**config.mk**
```make
export PLATFORM = sky130hd
export DESIGN_NAME = uart_tx_arbiter_flat
export DESIGN_NICKNAME = d
export VERILOG_FILES = /design/src/rtl/uart_pkg.sv /design/src/rtl/uart_tx_arbiter_if.sv /design/src/rtl/uart_tx_arbiter_rr_picker.sv /design/src/rtl/uart_tx_arbiter.sv /design/src/flat_wrapper.sv
export SDC_FILE = /design/constraint.sdc
export NUM_CORES = 1
export LEC_CHECK = 0
export CORE_MARGIN = 4
export CORE_UTILIZATION = 40
export DETAILED_ROUTE_END_ITERATION = 6
export PLACE_DENSITY = 0.84
export SLEW_MARGIN = 30
export SYNTH_ARGS = -nofsm -noshare
export SYNTH_HDL_FRONTEND = slang
export SYNTH_SLANG_ARGS = --single-unit
```
**constraint.sdc**
```tcl
create_clock -name clk -period 1.94 [get_ports clk]
set_input_delay 0.388 -clock clk [delete_from_list [all_inputs] [get_ports clk]]
set_output_delay 0.388 -clock clk [all_outputs]
set_load 0.05 [all_outputs]
```
**src/rtl/uart_pkg.sv**
```systemverilog
// Shared definitions for the UART TX round-robin arbiter: state encoding,
// header prefix byte and default byte width.
package uart_pkg;

  localparam int unsigned DATA_BITS_DEF = 8;
  localparam logic [7:0]  HDR_PREFIX    = 8'hA0;

  typedef enum logic [1:0] {
    ST_IDLE = 2'd0,
    ST_HDR  = 2'd1,
    ST_XFER = 2'd2
  } arb_state_e;

endpackage

```
**src/rtl/uart_tx_arbiter_if.sv**
```systemverilog
// Byte-stream bundle between N_SRC requesters, the arbiter and the UART TX input.
// master = arbiter side, slave = requesters plus UART side.
interface uart_tx_arbiter_if
  import uart_pkg::*;
#(
  parameter int unsigned N_SRC     = 4,
  parameter int unsigned DATA_BITS = DATA_BITS_DEF
);

  logic [N_SRC*DATA_BITS-1:0] s_axis_tdata;
  logic [N_SRC-1:0]           s_axis_tvalid;
  logic [N_SRC-1:0]           s_axis_tlast;
  logic [N_SRC-1:0]           s_axis_tready;
  logic [DATA_BITS-1:0]       m_axis_tdata;
  logic                       m_axis_tvalid;
  logic                       m_axis_tready;

  modport master (
    input  s_axis_tdata, s_axis_tvalid, s_axis_tlast, m_axis_tready,
    output s_axis_tready, m_axis_tdata, m_axis_tvalid
  );

  modport slave (
    output s_axis_tdata, s_axis_tvalid, s_axis_tlast, m_axis_tready,
    input  s_axis_tready, m_axis_tdata, m_axis_tvalid
  );

endinterface

```
**src/rtl/uart_tx_arbiter_rr_picker.sv**
```systemverilog
// Combinational round-robin finder: first set request at or after ptr (mod N).
module rr_picker #(
  parameter int unsigned N  = 4,
  parameter int unsigned IW = $clog2(N)
) (
  input  logic [N-1:0]  req,
  input  logic [IW-1:0] ptr,
  output logic [IW-1:0] idx,
  output logic          found
);

  logic [2*N-1:0] dbl;
  logic [N-1:0]   rot;
  logic [N-1:0]   rot_sh;
  logic [IW-1:0]  pos;
  logic [IW:0]    sum;

  // Rotating right by ptr puts request (ptr+j) mod N at bit j.
  always_comb begin
    dbl    = {req, req} >> ptr;
    rot    = dbl[N-1:0];
    rot_sh = '0;
    pos    = '0;
    found  = 1'b0;
    for (int unsigned i = 0; i < N; i++) begin
      rot_sh = rot >> i;
      if (!found && rot_sh[0]) begin
        pos   = IW'(i);
        found = 1'b1;
      end
    end
    sum = {1'b0, ptr} + {1'b0, pos};
    if (sum >= (IW+1)'(N)) begin
      sum = sum - (IW+1)'(N);
    end
    idx = sum[IW-1:0];
  end

endmodule

```
**src/rtl/uart_tx_arbiter.sv**
```systemverilog
// Round-robin arbiter sharing one UART TX byte stream among N_SRC requesters.
// Define UART_ARB_ID_HDR_EN to prefix each grant with header byte 0xA0|grant_id.
module uart_tx_arbiter
  import uart_pkg::*;
#(
  parameter int unsigned N_SRC     = 4,
  parameter int unsigned DATA_BITS = DATA_BITS_DEF,
  parameter int unsigned MAX_BURST = 16
) (
  input  logic                     clk,
  input  logic                     rst_n,
  input  logic                     arb_en,
  uart_tx_arbiter_if.master        bus,
  output logic [$clog2(N_SRC)-1:0] grant_id,
  output logic                     busy
);

  localparam int unsigned IW = $clog2(N_SRC);

  arb_state_e           state_q, state_d;
  logic [IW-1:0]        grant_q, grant_d;
  logic [IW-1:0]        rr_ptr_q, rr_ptr_d;
  logic [7:0]           cnt_q, cnt_d;
  logic [DATA_BITS-1:0] tdata_q, tdata_d;
  logic                 tvalid_q, tvalid_d;

  logic [IW-1:0]        pick_idx;
  logic                 pick_found;
  logic                 stage_free;
  logic                 g_valid, g_last;
  logic [DATA_BITS-1:0] g_data;
  logic                 burst_end;

  rr_picker #(
    .N  (N_SRC),
    .IW (IW)
  ) u_rr_picker (
    .req   (bus.s_axis_tvalid),
    .ptr   (rr_ptr_q),
    .idx   (pick_idx),
    .found (pick_found)
  );

  assign stage_free = !tvalid_q || bus.m_axis_tready;
  assign g_valid    = bus.s_axis_tvalid[grant_q];
  assign g_last     = bus.s_axis_tlast[grant_q];
  assign g_data     = bus.s_axis_tdata[grant_q*DATA_BITS +: DATA_BITS];
  assign burst_end  = ({1'b0, cnt_q} + 9'd1) == 9'(MAX_BURST);

  assign bus.s_axis_tready = (state_q == ST_XFER && stage_free) ? (N_SRC'(1) << grant_q) : '0;
  assign bus.m_axis_tdata  = tdata_q;
  assign bus.m_axis_tvalid = tvalid_q;
  assign grant_id          = grant_q;
  assign busy              = (state_q != ST_IDLE) || tvalid_q;

  always_comb begin
    state_d  = state_q;
    grant_d  = grant_q;
    rr_ptr_d = rr_ptr_q;
    cnt_d    = cnt_q;
    tdata_d  = tdata_q;
    tvalid_d = tvalid_q && !bus.m_axis_tready;
    case (state_q)
      ST_IDLE: begin
        if (arb_en && pick_found) begin
          grant_d = pick_idx;
          cnt_d   = '0;
`ifdef UART_ARB_ID_HDR_EN
          state_d = ST_HDR;
`else
          state_d = ST_XFER;
`endif
        end
      end
`ifdef UART_ARB_ID_HDR_EN
      ST_HDR: begin
        if (stage_free) begin
          tdata_d  = DATA_BITS'(HDR_PREFIX) | DATA_BITS'(grant_q);
          tvalid_d = 1'b1;
          state_d  = ST_XFER;
        end
      end
`endif
      ST_XFER: begin
        // A stalled source keeps the grant; only tlast or the burst limit releases it.
        if (g_valid && stage_free) begin
          tdata_d  = g_data;
          tvalid_d = 1'b1;
          cnt_d    = cnt_q + 8'd1;
          if (g_last || burst_end) begin
            state_d  = ST_IDLE;
            rr_ptr_d = (grant_q == IW'(N_SRC - 1)) ? '0 : grant_q + 1'b1;
          end
        end
      end
      default: state_d = ST_IDLE;
    endcase
  end

  always_ff @(posedge clk or negedge rst_n) begin
    if (!rst_n) begin
      state_q  <= ST_IDLE;
      grant_q  <= '0;
      rr_ptr_q <= '0;
      cnt_q    <= '0;
      tdata_q  <= '0;
      tvalid_q <= 1'b0;
    end else begin
      state_q  <= state_d;
      grant_q  <= grant_d;
      rr_ptr_q <= rr_ptr_d;
      cnt_q    <= cnt_d;
      tdata_q  <= tdata_d;
      tvalid_q <= tvalid_d;
    end
  end

endmodule

```
**src/flat_wrapper.sv**
```systemverilog
// flat-port wrapper written by rule: the top's interface ports become plain ports
module uart_tx_arbiter_flat import uart_pkg::*;
#(
  parameter int unsigned N_SRC     = 4,
  parameter int unsigned DATA_BITS = DATA_BITS_DEF,
  parameter int unsigned MAX_BURST = 16
)
  (clk, rst_n, arb_en, grant_id, busy, bus_s_axis_tdata, bus_s_axis_tvalid, bus_s_axis_tlast, bus_m_axis_tready, bus_s_axis_tready, bus_m_axis_tdata, bus_m_axis_tvalid);
  uart_tx_arbiter_if #(.N_SRC(N_SRC), .DATA_BITS(DATA_BITS)) bus_i ();
  input  logic clk;
  input  logic rst_n;
  input  logic arb_en;
  output logic [$clog2(N_SRC)-1:0] grant_id;
  output logic busy;
  input wire logic [$bits(bus_i.s_axis_tdata)-1:0] bus_s_axis_tdata;
  input wire logic [$bits(bus_i.s_axis_tvalid)-1:0] bus_s_axis_tvalid;
  input wire logic [$bits(bus_i.s_axis_tlast)-1:0] bus_s_axis_tlast;
  input wire logic [$bits(bus_i.m_axis_tready)-1:0] bus_m_axis_tready;
  output wire logic [$bits(bus_i.s_axis_tready)-1:0] bus_s_axis_tready;
  output wire logic [$bits(bus_i.m_axis_tdata)-1:0] bus_m_axis_tdata;
  output wire logic [$bits(bus_i.m_axis_tvalid)-1:0] bus_m_axis_tvalid;
  assign bus_i.s_axis_tdata = bus_s_axis_tdata;
  assign bus_i.s_axis_tvalid = bus_s_axis_tvalid;
  assign bus_i.s_axis_tlast = bus_s_axis_tlast;
  assign bus_i.m_axis_tready = bus_m_axis_tready;
  assign bus_s_axis_tready = bus_i.s_axis_tready;
  assign bus_m_axis_tdata = bus_i.m_axis_tdata;
  assign bus_m_axis_tvalid = bus_i.m_axis_tvalid;
  uart_tx_arbiter #(.N_SRC(N_SRC), .DATA_BITS(DATA_BITS), .MAX_BURST(MAX_BURST)) u_core (.clk(clk), .rst_n(rst_n), .arb_en(arb_en), .bus(bus_i), .grant_id(grant_id), .busy(busy));
endmodule
```
Yosys cells after proc, flatten, opt, wreduce, memory -nomap -nowiden. Cells that the tools add are included.

Output and inout bits: 16. Logic and storage cells: 68. Flip-flop bits (word level): 23.

$lt $le $gt $ge: 2. Shifts and indexed selects: 3. Reduce and logical (&&, ||, !) cells: 23. Muxes and demuxes: 23. Add/sub/neg operators: 5. Eq/ne operators: 6.

Operators with widths (count): variable part select 32 x 6 -> 8 bit (1); 2-to-1 mux 8 bit (2); one-hot mux 8 bit (2 select lines) (1); 2-to-1 mux 2 bit (7); adder 8 x 1 -> 9 bit, second input constant (1); equality test 9 x 5 -> 1 bit, second input constant (1); 2-to-1 mux 1 bit (9); AND reduction 3 bit (3); adder 8 x 1 -> 8 bit, second input constant (1); >> shifter 8 x 2 -> 4 bit (1); logical AND 1 bit (7); zero test 1 bit (5); binary-select mux 1 bit (select 2 bit) (2); equality test 2 bit, second input constant (2); 2-to-1 mux 4 bit (1); inequality test 2 bit, second input constant (2); one-hot mux 2 bit (2 select lines) (1); AND reduction 2 bit (2); nonzero test 2 bit (2); left shift 1 x 2 -> 4 bit, first input constant (1); adder 2 x 2 -> 3 bit (1); greater-or-equal comparator 3 bit, second input constant (1); logical OR 1 bit (3); < comparator 2 x 3 -> 1 bit, second input constant (1); other kinds (4) (4).

Logic depth before layout (Yosys ltp).
Depth after elaboration: 14. Gate-level depth with buffers: 11. Mapped depth without buffers: 10.

Cells and area by module. A second synthesis with hierarchy kept.

Cell total of the unflattened synthesis: 161. Area total of the unflattened synthesis: 1546.5 um^2.

By module, submodules not included: uart_tx_arbiter (area each 1356.3 um^2, seq. area each 550.5 um^2, cells each 133, times used 1); rr_picker (area each 190.2 um^2, seq. area each 0.0 um^2, cells each 28, times used 1).

Worst setup path before layout. Ideal clock, no wire load.

Path type: register to register. Start: register u_core.grant_q[0] (netlist: u_core.grant_id[0]). End: register u_core.tdata_q[1] (netlist: u_core.bus.m_axis_tdata[1]). Period minus slack after synthesis: 2169 ps. Path slack: -229 ps. Arrival time: 2044 ps. Stages on the path, launching flop included: 6. Setup time: 125 ps. Cell sequence: dfrtp_1 -> mux4_2 -> and3_4 -> buf_6 -> buf_6 -> mux2_4.

Word-level cells in the longest chain between the ends: 4.

Ends and longest elaborated chain: start, declared (line uart_tx_arbiter.sv:21) `logic [IW-1:0] grant_q, grant_d;`; start signal, assigned (line uart_tx_arbiter.sv:110) `grant_q <= grant_d;`; branches (longest 4 deep; another with variable part select 32 x 6 -> 8 bit); end signal, assigned (line uart_tx_arbiter.sv:113) `tdata_q <= tdata_d;`; end, declared (line uart_tx_arbiter.sv:24) `logic [DATA_BITS-1:0] tdata_q, tdata_d;`.

Parallel ways; which one is timed is not known. The select of a mux whose other input is x is not followed. A chain may end at the register's enable or synchronous reset.

Final worst setup path.
Start: input port bus_s_axis_tvalid[1]. End: register u_core.grant_q[1] (netlist: u_core.grant_id[1]).

Word-level cells in the longest chain between the ends: 14.

Ends and longest elaborated chain: start, declared (line flat_wrapper.sv:16) `input wire logic [$bits(bus_i.s_axis_tvalid)-1:0] bus_s_axis_tvalid;`; >> shifter 8 x 2 -> 4 bit * (line uart_tx_arbiter_rr_picker.sv:20) `dbl = {req, req} >> ptr;`; 2-to-1 mux 1 bit (line uart_tx_arbiter_rr_picker.sv:27) `if (!found && rot_sh[0]) begin`; zero test 1 bit (line uart_tx_arbiter_rr_picker.sv:27); logical AND 1 bit (line uart_tx_arbiter_rr_picker.sv:27); 2-to-1 mux 1 bit (line uart_tx_arbiter_rr_picker.sv:27); zero test 1 bit (line uart_tx_arbiter_rr_picker.sv:27); logical AND 1 bit (line uart_tx_arbiter_rr_picker.sv:27); 2-to-1 mux 1 bit (line uart_tx_arbiter_rr_picker.sv:27); zero test 1 bit (line uart_tx_arbiter_rr_picker.sv:27); logical AND 1 bit (line uart_tx_arbiter_rr_picker.sv:27); 2-to-1 mux 2 bit (line uart_tx_arbiter_rr_picker.sv:27); adder 2 x 2 -> 3 bit (line uart_tx_arbiter_rr_picker.sv:32) `sum = {1'b0, ptr} + {1'b0, pos};`; greater-or-equal comparator 3 bit or subtractor 2 x 1 -> 2 bit (tied branches) (line uart_tx_arbiter_rr_picker.sv:33, uart_tx_arbiter_rr_picker.sv:34); 2-to-1 mux 2 bit (line uart_tx_arbiter_rr_picker.sv:33) `if (sum >= (IW+1)'(N)) begin`.

Mark *: on every way between the ends. The rest lies on a longest branch, timed or not.

==> flow_summary.ini <==
[worst_setup_path]
cp_cell_sequence = dlygate4sd2_1 > nand2b_1 > o22ai_2 > o21ai_1 > o221ai_1 > ha_2 > xor2_2 > nor2_1 > o21ai_0 > or3b_1
cp_top_family = simple AND/OR/NAND/NOR gates
critical_path_buf_inv_count = 1
crit_path_top_delay_cell = dlygate4sd2_1
cpPeakStageDelay_ns = 0.37
path_max_fanout = 7
path_class = input pin to flop
arrival_ns = 2.12
start_kind = input pin
worstPathRequired_ns = 2.09
end_kind = flop

[pwr]
p_total_mw = 3.88
p_sw_mw = 1.70
intPower_mw = 2.18
p_clk_frac = 0.086
ir_worst_vdd_mv = 0.776
pwr-share-seq = 0.222
power_density_nw_per_um2 = 1500
combinationalPowerShare = 0.692
switching_share = 0.438
p_leak_nw = 1.08

[logic_synthesis]
syn_area_um2 = 1600
synth_edf_count = 0
ys_types = 45
yosys_warnings = 0
syn_nets = 200
avgSynthCellArea_um2 = 10.7
synthArstFlopShare = 1.00
synth_flop_cell = dfrtp_1
syn_inst = 149
ys_ff_latch = 22
seq_area_frac_synth = 0.344

[place]
place_hpwl_mm = 3.35
io_buffers = 59
dp_slack_ns = -0.601
gp_congestion = 0.820
dp.cells = 266

[sta]
setup_ws_ns = -0.0354
worst_pin_slew_ns = 0.517
rsz0062_at_grt = true
hold_violations = 0
maxSlewHeadroom = 0.655
clock.fmax_mhz = 506
skew_ns = 0.00373
fin_tns_setup_ns = -0.0354
finalSetupViolCount = 1
slew_viol_final = 0
min_period_ns = 1.98
finalCritPeriodShare = 1.02

[clocking]
tritoncts = yes
htreeDepth = 1
clock-sinks = 22
clockBufferDepth = 2
hold_buffers = 0
insertion_delay_ns = 0.27
cts_made_buffers = 3
root_buffer = clkbuf_8
clkTransAtPathRegs_ns = 0.08

[route]
drt_iter0_drc = 120
first_pass_iters = 4
via_per_inst = 5.49
ant_nets = 0
wl_per_cell_um = 16.5
wl_mm = 4.57
vias = 1521
drcViolationCount = 0

[floorplan]
io_pins = 60
core-area_um2 = 3770
start_util = 0.425
num_rows = 22
die_area_um2 = 5080
die_w_um = 71.3
die_h_um = 71.3

[finish]
drive_gt1_frac = 0.354
multi_input_area_um2 = 1040
fillers = 254
area_growth_pct = 61.2
seq_area_um2 = 557
diodes = 0
nets = 281
finalNonFillerCells = 277

[global_routing]
antenna_found_initial = 0
grt_max_degree = 23
grt_pass1_vias = 1476
grt_pass1_wl_mm = 6.73
track_usage = 0.165
grt_overflow = 0

[outcome]
status = finished with violations
violations = negative setup slack

[min_path]
hp-class = flop to flop

[job]
drv_cap = 0
-- what timing repair did --
item	CTS	global route
buffers inserted	4	3
pin swaps	1	4
resized for setup	13	10
endpoints found under the hold margin	0	0
endpoints found under the setup margin	17	6
-- through the flow --
| stage | area, um^2 | utilization | hold slack (ns) |
|---|---|---|---|
| 2_1_floorplan | 1620 | - | 0.0924 |
| 3_3_place_gp | 2400 | 0.636 | 0.460 |
| 3_5_place_dp | 2400 | 0.636 | 0.468 |
| 4_1_cts | 2510 | 0.667 | 0.477 |
| 5_1_grt | 2580 | 0.684 | 0.491 |
| 6_report | 2580 | 0.684 | 0.469 |
-- final cells by class --
class,instances,share of cell area
multi-input cells,113,0.404
repair buffers,86,0.330
flip-flops and latches,22,0.216
well taps,48,0.0233
inverters,4,0.00582
clock buffers,4,0.0213
-- power by group through the flow --
stage	clock network, mW	logic (mW)	registers [mW]
2_1_floorplan	0	1.27	1.19
3_3_place_gp	0	2.41	0.857
3_5_place_dp	0	2.47	0.864
4_1_cts	0.341	2.57	0.851
5_1_grt	0.355	2.85	0.888
6_report	0.332	2.69	0.862
-- path summary, 6_finish.rpt --
path / start / to / slack, ns / cells after the start
setup / recovery: bus_s_axis_tvalid[1] / u_core.grant_id[1]$_DFFE_PN0P_ / -0.04 / 10
hold / removal: u_core.cnt_q[7]$_DFFE_PN0P_ / u_core.cnt_q[7]$_DFFE_PN0P_ / 0.47 / 1
setup reg to reg: u_core.rr_ptr_q[0]$_DFFE_PN0P_ / u_core.grant_id[1]$_DFFE_PN0P_ / -0.03 / 10
hold reg to reg: u_core.cnt_q[7]$_DFFE_PN0P_ / u_core.cnt_q[7]$_DFFE_PN0P_ / 0.47 / 1
max in group asynchronous: rst_n / u_core.cnt_q[0]$_DFFE_PN0P_ / 1.21 / 2
min in group asynchronous: rst_n / u_core.bus.m_axis_tvalid$_DFF_PN0_ / 0.48 / 2
-- Yosys cell counts, types with 3 or more instances --
master	number	area, um^2
nor2_1	9	33.8
nor3_1	3	15.0
ha_1	7	87.6
a21oi_1	3	15.0
nand3_1	4	20.0
buf_6	4	45.0
mux2_2	4	45.0
mux4_2	10	225
and2_1	3	18.8
dfrtp_1	22	551
mux2_4	6	90.1
nand2b_1	4	25.0
nand2_1	12	45.0
inv_1	4	15.0
o21ai_0	13	65.1
clkbuf_1	5	18.8
and3_1	5	31.3
-- flip-flops by register name, summed over array words and instances, names as in the netlist --
signal	cells
u_core.state_q	1
u_core.rr_ptr_q	2
u_core.grant_id	2
u_core.bus.m_axis_tvalid	1
u_core.bus.m_axis_tdata	8
u_core.cnt_q	8
-- cells in the final DEF (no fill, tap or decap), types with 3 or more instances in the layout --
cell	synthesis	routed
buf_4	0	27
dfrtp_2	0	5
and2_1	3	3
dfrtp_1	22	17
ha_1	7	5
o21ai_0	13	12
and3_1	5	5
clkbuf_8	0	4
nor2_1	9	9
mux2_4	6	7
inv_1	4	4
a21oi_1	3	3
mux2_2	4	3
nand2_1	12	10
mux4_2	10	10
nand2b_1	4	4
dlygate4sd2_1	0	3
buf_12	0	6
clkdlybuf4s50_1	0	48
nand3_1	4	4
-- routing by layer --
layer | up-vias | GRT usage | wire [um]
li1 | 714 | - | -
met1 | 740 | 0.202 | 1790
met2 | 59 | 0.288 | 2440
met3 | 8 | 0.0463 | 291
met4 | 0 | 0.0397 | 56
met5 | - | 0 | 0
-- logic make-up (layout without fill, tap and decap cells) --
family,Yosys count,count (layout),synth area share
flip-flops,22,22,0.344
buffers and inverters,14,94,0.0523
multiplexers,20,20,0.225
XOR/XNOR,3,3,0.0164
AO/OA/AOI/OAI,33,33,0.140
adder cells (fa/ha/maj),7,7,0.0547
AND/OR/NAND/NOR,50,50,0.168
Note: power is estimated with default switching activity, not from simulation.
==> RTL change: new RTL, same settings <==
Add a define of `UART_ARB_ID_HDR_EN`.
--- a/src/rtl/uart_tx_arbiter.sv
+++ b/src/rtl/uart_tx_arbiter.sv
@@ -1,5 +1,7 @@
 // Round-robin arbiter sharing one UART TX byte stream among N_SRC requesters.
 // Define UART_ARB_ID_HDR_EN to prefix each grant with header byte 0xA0|grant_id.
+`define UART_ARB_ID_HDR_EN
+
 module uart_tx_arbiter
   import uart_pkg::*;
 #(
Function: changed (Yosys sat finds a counterexample within 4 cycles, from zero or initial values and one cycle with rst_n low).
==> RTL change against the unedited design <==
- the run still ends with setup timing left
- power is 5.8% higher
- clock power is 9.3% lower
- worst setup slack got worse by 0.022 ns
- via count up 21%
- global-route usage increased by 2.7 points
- synthesized area grew 13%
- wire length rose by 18%
- sequential cell count up 1
- final area rose by 15%
- non-clock buffer count is 14 higher
- critical path depth is 4 lower
- hold slack improved by 0.0040 ns
==> RTL change: results <==
# TYPE chip_impl_metric gauge
chip_impl_metric{name="total_nets_after_synthesis",unit=""} 251
chip_impl_metric{name="synth.distinct_cells",unit=""} 47
chip_impl_metric{name="drt_first_pass_iters",unit=""} 4
chip_impl_metric{name="drive_above_1_share",unit="%"} 34.1
chip_impl_metric{name="async_reset_ff_share",unit="%"} 100
chip_impl_metric{name="maximum_number_of_pins_on_one_net_before_global_route_repair",unit=""} 24
chip_impl_metric{name="final.setup.worst_slack",unit="ns"} -0.0578
chip_impl_metric{name="pre_cts_slack",unit="ns"} -0.578
chip_impl_info{name="failed_checks",value="setup timing"} 1
chip_impl_info{name="min-delay-path-class",value="in -> async"} 1
chip_impl_metric{name="worst_r2r_path_depth",unit=""} 6
chip_impl_info{name="regToRegEndpoint",value="u_core.rr_ptr_q[0]"} 1
chip_impl_metric{name="cp_data_arrival_time",unit="ns"} 2.15
chip_impl_metric{name="worstPathMaxFanout",unit=""} 2
chip_impl_metric{name="via_count",unit=""} 1839
chip_impl_metric{name="placed_cells_incl_taps",unit=""} 327
chip_impl_metric{name="seq_area_frac_synth",unit="%"} 31.8
chip_impl_metric{name="grt_usage",unit="%"} 19.2
chip_impl_metric{name="fillCellCount",unit=""} 312
chip_impl_metric{name="ir_drop",unit="mV"} 0.889
chip_impl_info{name="startpoint_type",value="register"} 1
chip_impl_metric{name="skew",unit="ns"} 0.00727
chip_impl_metric{name="setup_viol",unit=""} 4
chip_impl_metric{name="avgRoutedWirePerCell",unit="um"} 15.9
chip_impl_metric{name="antenna_violations_before_repair",unit=""} 0
chip_impl_metric{name="setup_total_negative_slack",unit="ns"} -0.204
chip_impl_metric{name="final_nets",unit=""} 343
chip_impl_metric{name="pin_slew_with_the_least_headroom_to_its_limit",unit="ns"} 0.522
chip_impl_metric{name="first_pass_grt_wire_length",unit="mm"} 8.39
chip_impl_metric{name="cellLeakagePower",unit="nW"} 1.26
chip_impl_info{name="run_status",value="complete, but fails checks"} 1
chip_impl_metric{name="syn_area_per_cell",unit="um^2"} 9.24
chip_impl_metric{name="first_iter_violations",unit=""} 101
chip_impl_metric{name="avgViaCountPerCell",unit=""} 5.42
chip_impl_metric{name="grt_pass1_vias",unit=""} 1850
chip_impl_info{name="synth_common_cells",value="nand2_1, dfrtp_1, o21ai_0, ha_1, nor2_1"} 1
chip_impl_info{name="synthTopCellsByArea",value="dfrtp_1, mux4_2, ha_1"} 1
chip_impl_metric{name="gpl.final_weighted_congestion",unit=""} 0.818
chip_impl_info{name="reg_to_reg_startpoint",value="u_core.cnt_q[6]"} 1
chip_impl_metric{name="detailed_place_hpwl",unit="mm"} 3.98
RTL change: layout make-up:
cell class	count	share of cell area, %
tap	52	2.20
timing repair buffer	100	33.2
inverter	8	1.01
multi-input combinational	152	42.5
sequential	23	19.6
clock buffer	4	1.52
RTL change: critical path, cell delays in order (launching register included):
cell and delay [ns]:
dfrtp_1 0.40, xor2_1 0.17, or4_4 0.43, a2111oi_4 0.29, buf_4 0.20, o21ai_2 0.09
mux2_4 0.31
RTL change: worst max-delay path by stage:
stage | from | to | cells after the start | slack (ns)
final | u_core.cnt_q[6] | u_core.rr_ptr_q[0] | 6 | -0.06
after global routing | u_core.rr_ptr_q[0] | u_core.grant_id[1] | 9 | -0.17
after CTS | u_core.cnt_q[0] | u_core.state_q[1] | 6 | -0.04
after detailed placement | bus_s_axis_tvalid[3] | u_core.grant_id[1] | 9 | -0.58
after global placement | bus_s_axis_tvalid[3] | u_core.grant_id[1] | 9 | -0.53
after floorplan | u_core.grant_id[0] | u_core.rr_ptr_q[1] | 6 | -0.07
RTL change: metal layers:
layer / global-route usage [%] / wire length [um]
met1: 23.2 / 2010
met3: 4.54 / 303
met2: 34.6 / 3000
met4: 4.66 / 91
met5: 0 / 0
RTL change: cells by family after synthesis:
logic type | Yosys count | synth area share, %
simple gates | 75 | 20.7
xor+xnor | 3 | 1.45
flops | 23 | 31.8
compound gates | 47 | 18.1
mux | 16 | 14.9
fa+ha+maj | 11 | 7.60
buf+inv | 21 | 5.46
RTL change: stage by stage:
stage / hold WS [ns] / cell area, um^2 / utilization, %
6_report: 0.473 / 2960 / 68.0
5_1_grt: 0.504 / 2960 / 68.0
4_1_cts: 0.487 / 2870 / 65.9
3_5_place_dp: 0.473 / 2760 / 63.3
3_3_place_gp: 0.463 / 2760 / 63.3
2_1_floorplan: 0.0924 / 1880 / -
RTL change: what timing repair did:
action	4_1_cts	5_1_grt
endpoints found under the hold margin	0	0
hold buffers	0	0
buffers inserted	4	4
resized for setup	16	23
pin swaps	6	5
endpoints found under the setup margin	24	14
RTL change: where the power goes:
| group | switching [mW] | internal [mW] |
|---|---|---|
| registers | 0.179 | 0.668 |
| logic | 1.52 | 1.43 |
| clock network | 0.154 | 0.146 |
